==> config.mk <==
export PLATFORM = sky130hd
export DESIGN_NAME = fetch_unit
export DESIGN_NICKNAME = d
export VERILOG_FILES = /design/src/rtl/fetch_pkg.sv /design/src/rtl/fetch_perf_counter.sv /design/src/rtl/fetch_unit.sv
export SDC_FILE = /design/constraint.sdc
export NUM_CORES = 1
export LEC_CHECK = 0
export ABC_AREA = 1
export BUFFER_PORTS_ARGS = -buffer_cell sky130_fd_sc_hd__buf_2
export CAP_MARGIN = 20
export CORE_UTILIZATION = 44
export CTS_BUF_LIST = sky130_fd_sc_hd__clkbuf_8
export DETAILED_ROUTE_END_ITERATION = 12
export PLACE_DENSITY = 0.77
export REMOVE_ABC_BUFFERS = 1
export SETUP_SLACK_MARGIN = 0.02
export SLEW_MARGIN = 5
export SYNTH_ARGS = -nofsm -noshare
export SYNTH_HDL_FRONTEND = slang
export SYNTH_SLANG_ARGS = --single-unit
==> constraint.sdc <==
create_clock -name clk -period 4.2 [get_ports clk]
set_input_delay 0.42 -clock clk [delete_from_list [all_inputs] [get_ports clk]]
set_output_delay 0.42 -clock clk [all_outputs]
set_load 0.03 [all_outputs]
==> src/rtl/fetch_pkg.sv <==
// ============================================================================
// Module      : fetch_pkg
// Description : Shared types and constants for the instruction fetch stage:
//               FSM state encoding, default widths, bubble encoding and the
//               width of the optional performance counters.
// Revision    : 1.0 - initial release
// ============================================================================
`default_nettype none

package fetch_pkg;

   localparam int          c_pc_w      = 10;
   localparam int          c_instr_w   = 32;
   localparam logic [31:0] c_nop_instr = 32'h0000_0000;
   localparam int          c_perf_w    = 16;

   typedef enum logic [1:0] {
      IDLE  = 2'd0,
      REQ   = 2'd1,
      HOLD  = 2'd2,
      DRAIN = 2'd3
   } fetch_state_t;

endpackage

`default_nettype wire

==> src/rtl/fetch_perf_counter.sv <==
// ============================================================================
// Module      : fetch_perf_counter
// Description : Saturating event counter; sticks at all-ones.
// Ports       : clk     - clock
//               rst     - asynchronous active-high reset (count -> 0)
//               i_inc   - count one event this cycle
//               o_count - current count
// Revision    : 1.0 - initial release
// ============================================================================
`default_nettype none

module fetch_perf_counter
   import fetch_pkg::*;
(
   input  logic                clk,
   input  logic                rst,
   input  logic                i_inc,
   output logic [c_perf_w-1:0] o_count
);

   logic [c_perf_w-1:0] r_count;

   always_ff @(posedge clk or posedge rst) begin
      if (rst) begin
         r_count <= '0;
      end else if (i_inc && (r_count != '1)) begin
         r_count <= r_count + 1'b1;
      end
   end

   assign o_count = r_count;

endmodule

`default_nettype wire

==> src/rtl/fetch_unit.sv <==
// ============================================================================
// Module      : fetch_unit
// Description : Instruction fetch stage. Holds the PC, issues word reads over
//               a req/valid handshake, presents registered fInstruction/fPC
//               to the FD register, inserts NOP bubbles while memory is busy,
//               skids one instruction under Stall and flushes the wrong path
//               on a taken branch.
// Ports       : clk, rst            - clock, async active-high reset
//               Stall               - downstream hold
//               BranchTaken/Target  - single-cycle redirect
//               imem_req/addr       - read request (combinational from state)
//               imem_rdata/valid    - read response
//               fInstruction/fPC    - registered output to FD register
//               FetchCount/BubbleCount - only with FETCH_PERF_EN defined
// Config      : FETCH_PERF_EN adds saturating fetch/bubble counters.
// Revision    : 1.0 - initial release
// ============================================================================
`default_nettype none

module fetch_unit
   import fetch_pkg::*;
#(
   parameter int                 PC_W      = c_pc_w,
   parameter int                 INSTR_W   = c_instr_w,
   parameter logic [PC_W-1:0]    RESET_PC  = '0,
   parameter logic [INSTR_W-1:0] NOP_INSTR = INSTR_W'(c_nop_instr)
) (
   input  logic               clk,
   input  logic               rst,
   input  logic               Stall,
   input  logic               BranchTaken,
   input  logic [PC_W-1:0]    BranchTarget,
   output logic               imem_req,
   output logic [PC_W-1:0]    imem_addr,
   input  logic [INSTR_W-1:0] imem_rdata,
   input  logic               imem_valid,
   output logic [INSTR_W-1:0] fInstruction,
   output logic [PC_W-1:0]    fPC
`ifdef FETCH_PERF_EN
   ,
   output logic [15:0]        FetchCount,
   output logic [15:0]        BubbleCount
`endif
);

   fetch_state_t        r_state;
   fetch_state_t        w_next_state;
   logic [PC_W-1:0]     r_pc;
   logic [PC_W-1:0]     r_drain_addr;   // address of the request abandoned by a redirect
   logic [INSTR_W-1:0]  r_instr;
   logic [PC_W-1:0]     r_fpc;
   logic [INSTR_W-1:0]  r_skid_instr;
   logic [PC_W-1:0]     r_skid_pc;
   logic [PC_W-1:0]     w_pc_inc;

   assign w_pc_inc = r_pc + 1'b1;   // wraps modulo 2^PC_W

   // ------------------------------------------------------------------
   // State register
   // ------------------------------------------------------------------
   always_ff @(posedge clk or posedge rst) begin
      if (rst) begin
         r_state <= IDLE;
      end else begin
         r_state <= w_next_state;
      end
   end

   // ------------------------------------------------------------------
   // Next-state logic; a redirect overrides every other transition
   // ------------------------------------------------------------------
   always_comb begin
      w_next_state = r_state;
      if (BranchTaken) begin
         case (r_state)
            // An unanswered request must still complete before a new
            // address may be presented, so drain it first.
            REQ:     w_next_state = imem_valid ? REQ : DRAIN;
            DRAIN:   w_next_state = DRAIN;
            default: w_next_state = REQ;
         endcase
      end else begin
         case (r_state)
            IDLE:    w_next_state = REQ;
            REQ:     if (imem_valid && Stall) w_next_state = HOLD;
            HOLD:    if (!Stall) w_next_state = REQ;
            DRAIN:   if (imem_valid) w_next_state = REQ;
            default: w_next_state = IDLE;
         endcase
      end
   end

   // ------------------------------------------------------------------
   // Output logic (memory interface)
   // ------------------------------------------------------------------
   always_comb begin
      imem_req  = 1'b0;
      imem_addr = r_pc;
      case (r_state)
         REQ: begin
            imem_req  = 1'b1;
            imem_addr = r_pc;
         end
         DRAIN: begin
            imem_req  = 1'b1;
            imem_addr = r_drain_addr;
         end
         default: begin
            imem_req  = 1'b0;
            imem_addr = r_pc;
         end
      endcase
   end

   // ------------------------------------------------------------------
   // PC, output register and skid buffer. HOLD is the only state with a
   // full skid, so no separate occupancy flag is kept.
   // ------------------------------------------------------------------
   always_ff @(posedge clk or posedge rst) begin
      if (rst) begin
         r_pc         <= RESET_PC;
         r_drain_addr <= '0;
         r_instr      <= NOP_INSTR;
         r_fpc        <= '0;
         r_skid_instr <= NOP_INSTR;
         r_skid_pc    <= '0;
      end else if (BranchTaken) begin
         r_pc    <= BranchTarget;
         r_instr <= NOP_INSTR;
         r_fpc   <= BranchTarget;
         // In DRAIN the originally abandoned address is still outstanding.
         if (r_state == REQ) begin
            r_drain_addr <= r_pc;
         end
      end else begin
         case (r_state)
            REQ: begin
               if (imem_valid) begin
                  r_pc <= w_pc_inc;
                  if (Stall) begin
                     r_skid_instr <= imem_rdata;
                     r_skid_pc    <= r_pc;
                  end else begin
                     r_instr <= imem_rdata;
                     r_fpc   <= r_pc;
                  end
               end else if (!Stall) begin
                  r_instr <= NOP_INSTR;
                  r_fpc   <= r_pc;
               end
            end
            HOLD: begin
               if (!Stall) begin
                  r_instr <= r_skid_instr;
                  r_fpc   <= r_skid_pc;
               end
            end
            default: begin
            end
         endcase
      end
   end

   assign fInstruction = r_instr;
   assign fPC          = r_fpc;

`ifdef FETCH_PERF_EN
   logic w_fetch_inc;
   logic w_bubble_inc;

   assign w_fetch_inc  = (r_state == REQ) && imem_valid && !BranchTaken;
   assign w_bubble_inc = (r_state == REQ) && !imem_valid && !Stall && !BranchTaken;

   fetch_perf_counter u_fetch_cnt (
      .clk     (clk),
      .rst     (rst),
      .i_inc   (w_fetch_inc),
      .o_count (FetchCount)
   );

   fetch_perf_counter u_bubble_cnt (
      .clk     (clk),
      .rst     (rst),
      .i_inc   (w_bubble_inc),
      .o_count (BubbleCount)
   );
`endif

endmodule

`default_nettype wire

==> metrics <==
run status complete, no violations; reg-to-reg setup timing slack 1.43 ns; num rows 39; number of setup violations in the final report 0; Max Buffers Root-to-Sink 2; Total GRT Usage 0.218; global-route wire length before repair 20500 um; combined area of all synthesized cells 0.00514 mm^2; TritonRoute pass-1 iters 4; Cell Chain, Critical Path inv_2, nand2_2, nand3_1, nand2_4, buf_4, nand2_1, o31ai_2; transition at the pin with the smallest max-transition slack 0.982 ns; number of buffers inserted during clock tree synthesis 9; initial antenna violation count 0; floorplan die area 0.0121 mm^2; count of antenna diodes in the layout 0; endpoints failing hold 0; Worst-path clk slew 0.11 ns; total of buffers placed on input and output ports 99; HPWL after detailed placement 8270 um; Final Non-Filler Cells 828; top cell type's share of synthesized area 0.516; Critical Path Start Type flip-flop; cell types with the largest area share after synthesis sky130_fd_sc_hd__dfrtp_1 52%, sky130_fd_sc_hd__nand2_1 12%, sky130_fd_sc_hd__a21oi_1 7.3%, sky130_fd_sc_hd__o31ai_2 6.8%, sky130_fd_sc_hd__o21ai_0 6.0%; fraction of final layout cells sized beyond drive strength 1 0.231; cell area after placement 0.00563 mm^2; wire length reported by the detailed router 12800 um; Worst R2R Path Depth 7; DRT iter0 DRCs 307; effective utilization at floorplan 0.450; critical path's slowest cell sky130_fd_sc_hd__nand2_2; dominant delay contributor by cell family on the critical path simple AND/OR/NAND/NOR gates; clock tree from TritonCTS built; proportion of synthesized chip area in sequential cells 0.516; number of unique standard cell types used by synthesis 22; buffer type at the clock tree root sky130_fd_sc_hd__clkbuf_8; largest net degree at the start of global routing 72; placed insts 812; via/cell ratio 5.53; DR DRC count 0; RSZ-0062 raised after global routing false; Warnings, synthesis 0; RD Place Congestion 0.802; clock latency on the worst-skew pair 0.39 ns; number of cells upsized or downsized after cts 0; Synth Area per Inst 8.43 um^2; total negative setup slack 0 ns; total via count in the routed design 4580; Clock H-tree levels 3; total power 4260 uW; shortest period the worst path allows 2.77 ns; vias in the first global route 4302; core region area 0.0114 mm^2; setup skew after layout 0.0194 ns; net count reported at finish 728; floorplan die height 110 um; Seq cells post-synth 106; worst voltage drop across the vdd grid 0.000522 V; total congestion overflow 0; Max Clk Rate 361 MHz; Pwr per Cell Area 733 mW/mm^2; arrival time at the worst endpoint 3.08 ns; Reg2Reg Launch Point r_state[0]; Clock Sinks 106; Slew Limit Fails 0; Worst Path Max Fanout 54; area of all placed cells without fillers 0.00582 mm^2; total of max-cap violations 0; number of buffer and inverter instances along the worst setup path 2; final worst-path cycle share 0.660; leakage dissipation 0.00291 uW; largest incremental delay on the critical path 0.69 ns; ANT nets after route 0; Post-CTS Repair Setup Buffers 0; Setup Crit Path Kind reg2reg; worst min-delay path category in2async; critical path capture point type flip-flop; number of buffers added to fix hold violations after cts 0; total I/O pin count 100; Worst Path Required 4.50 ns; Area growth syn-to-layout 13.2%; die width 110 um; largest area contributor in the synthesized netlist sky130_fd_sc_hd__dfrtp_1; cell count after synthesis 610; max_slew headroom 0.343; WL/cell 15.5 um; endpoint of the most critical register-to-register path fInstruction[24]
==> power by group <==
| part | switching [uW] | leakage [uW] | internal [uW] | total, uW |
|---|---|---|---|---|
| Clock | 380 | 0.000100 | 246 | 626 |
| Sequential | 274 | 0.00133 | 1450 | 1730 |
| Combinational | 1360 | 0.00147 | 547 | 1910 |
==> state kept, by name, summed over array words and instances, names as in the netlist <==
| signal | flops |
|---|---|
| r_drain_addr | 10 |
| fInstruction | 32 |
| fPC | 10 |
| r_skid_instr | 32 |
| r_state | 2 |
| r_skid_pc | 10 |
| r_pc | 10 |
==> cell usage in the layout, fill, tap and decap left out, drive strengths merged <==
cell type and instances:
o21ai 73, a31oi 2, ha 1, buf 104, nand2 165, clkbuf 10
nor3 2, inv 30, nand3 42, o31ai 33, a21oi 75, dfrtp 106
nor2 39, clkinv 3
==> per-stage QoR <==
stage | util | hold slack, ns | setup slack, ns
5_1_grt | 0.510 | 0.263 | 1.18
6_report | 0.510 | 0.195 | 1.43
3_5_place_dp | 0.493 | 0.453 | 1.38
4_1_cts | 0.510 | 0.224 | 1.48
2_1_floorplan | - | 0.437 | 0.394
3_3_place_gp | 0.493 | 0.448 | 1.48
==> per-layer routing <==
layer  GRT usage  vias up  share of wire
li1            -     2183              -
met1       0.276     2204           0.41
met2       0.374      181           0.50
met3      0.0535       12          0.074
met4      0.0592        0         0.0096
met5           0        -              0
==> worst max-delay path by stage <==
stage | startpoint | cells after the start | slack [ns] | end
after detailed placement | BranchTaken | 7 | 1.38 | fInstruction[22]
final | r_state[0] | 7 | 1.43 | fInstruction[24]
after global placement | BranchTaken | 7 | 1.48 | fInstruction[9]
after floorplan | r_state[0] | 7 | 0.39 | fPC[0]
after CTS | r_state[0] | 7 | 1.48 | fInstruction[16]
after global routing | r_state[0] | 7 | 1.18 | fInstruction[30]
==> Yosys cell counts <==
library cell / number
sky130_fd_sc_hd__nor2_1: 38
sky130_fd_sc_hd__nand2_2: 2
sky130_fd_sc_hd__o21ai_1: 10
sky130_fd_sc_hd__clkbuf_1: 19
sky130_fd_sc_hd__buf_2: 18
sky130_fd_sc_hd__o31ai_1: 5
sky130_fd_sc_hd__nor3_1: 2
sky130_fd_sc_hd__nand3_1: 42
sky130_fd_sc_hd__a21oi_1: 75
sky130_fd_sc_hd__dfrtp_1: 106
sky130_fd_sc_hd__ha_1: 1
sky130_fd_sc_hd__buf_6: 4
sky130_fd_sc_hd__inv_1: 21
sky130_fd_sc_hd__a31oi_1: 2
sky130_fd_sc_hd__buf_4: 4
sky130_fd_sc_hd__inv_2: 4
sky130_fd_sc_hd__nor2_2: 1
sky130_fd_sc_hd__o21ai_0: 62
sky130_fd_sc_hd__clkinv_1: 2
sky130_fd_sc_hd__nand2_1: 163
sky130_fd_sc_hd__o31ai_2: 28
sky130_fd_sc_hd__o21ai_2: 1
==> layout make-up <==
type	instances	area [um^2]
clock buffers	10	138
fillers	1104	5600
clock inverters	6	55.1
flip-flops and latches	106	2650
repair buffers	104	533
inverters	27	104
multi-input cells	432	2160
well taps	143	179
==> cell families (layout without fill, tap and decap cells) <==
group           after synthesis  after routing  synth area share
compound gates              183            183             0.223
simple gates                248            248             0.193
flops                       106            106             0.516
buf+inv                      72            147            0.0657
fa+ha+maj                     1              1           0.00243
Power figures use the tool's default switching activity.
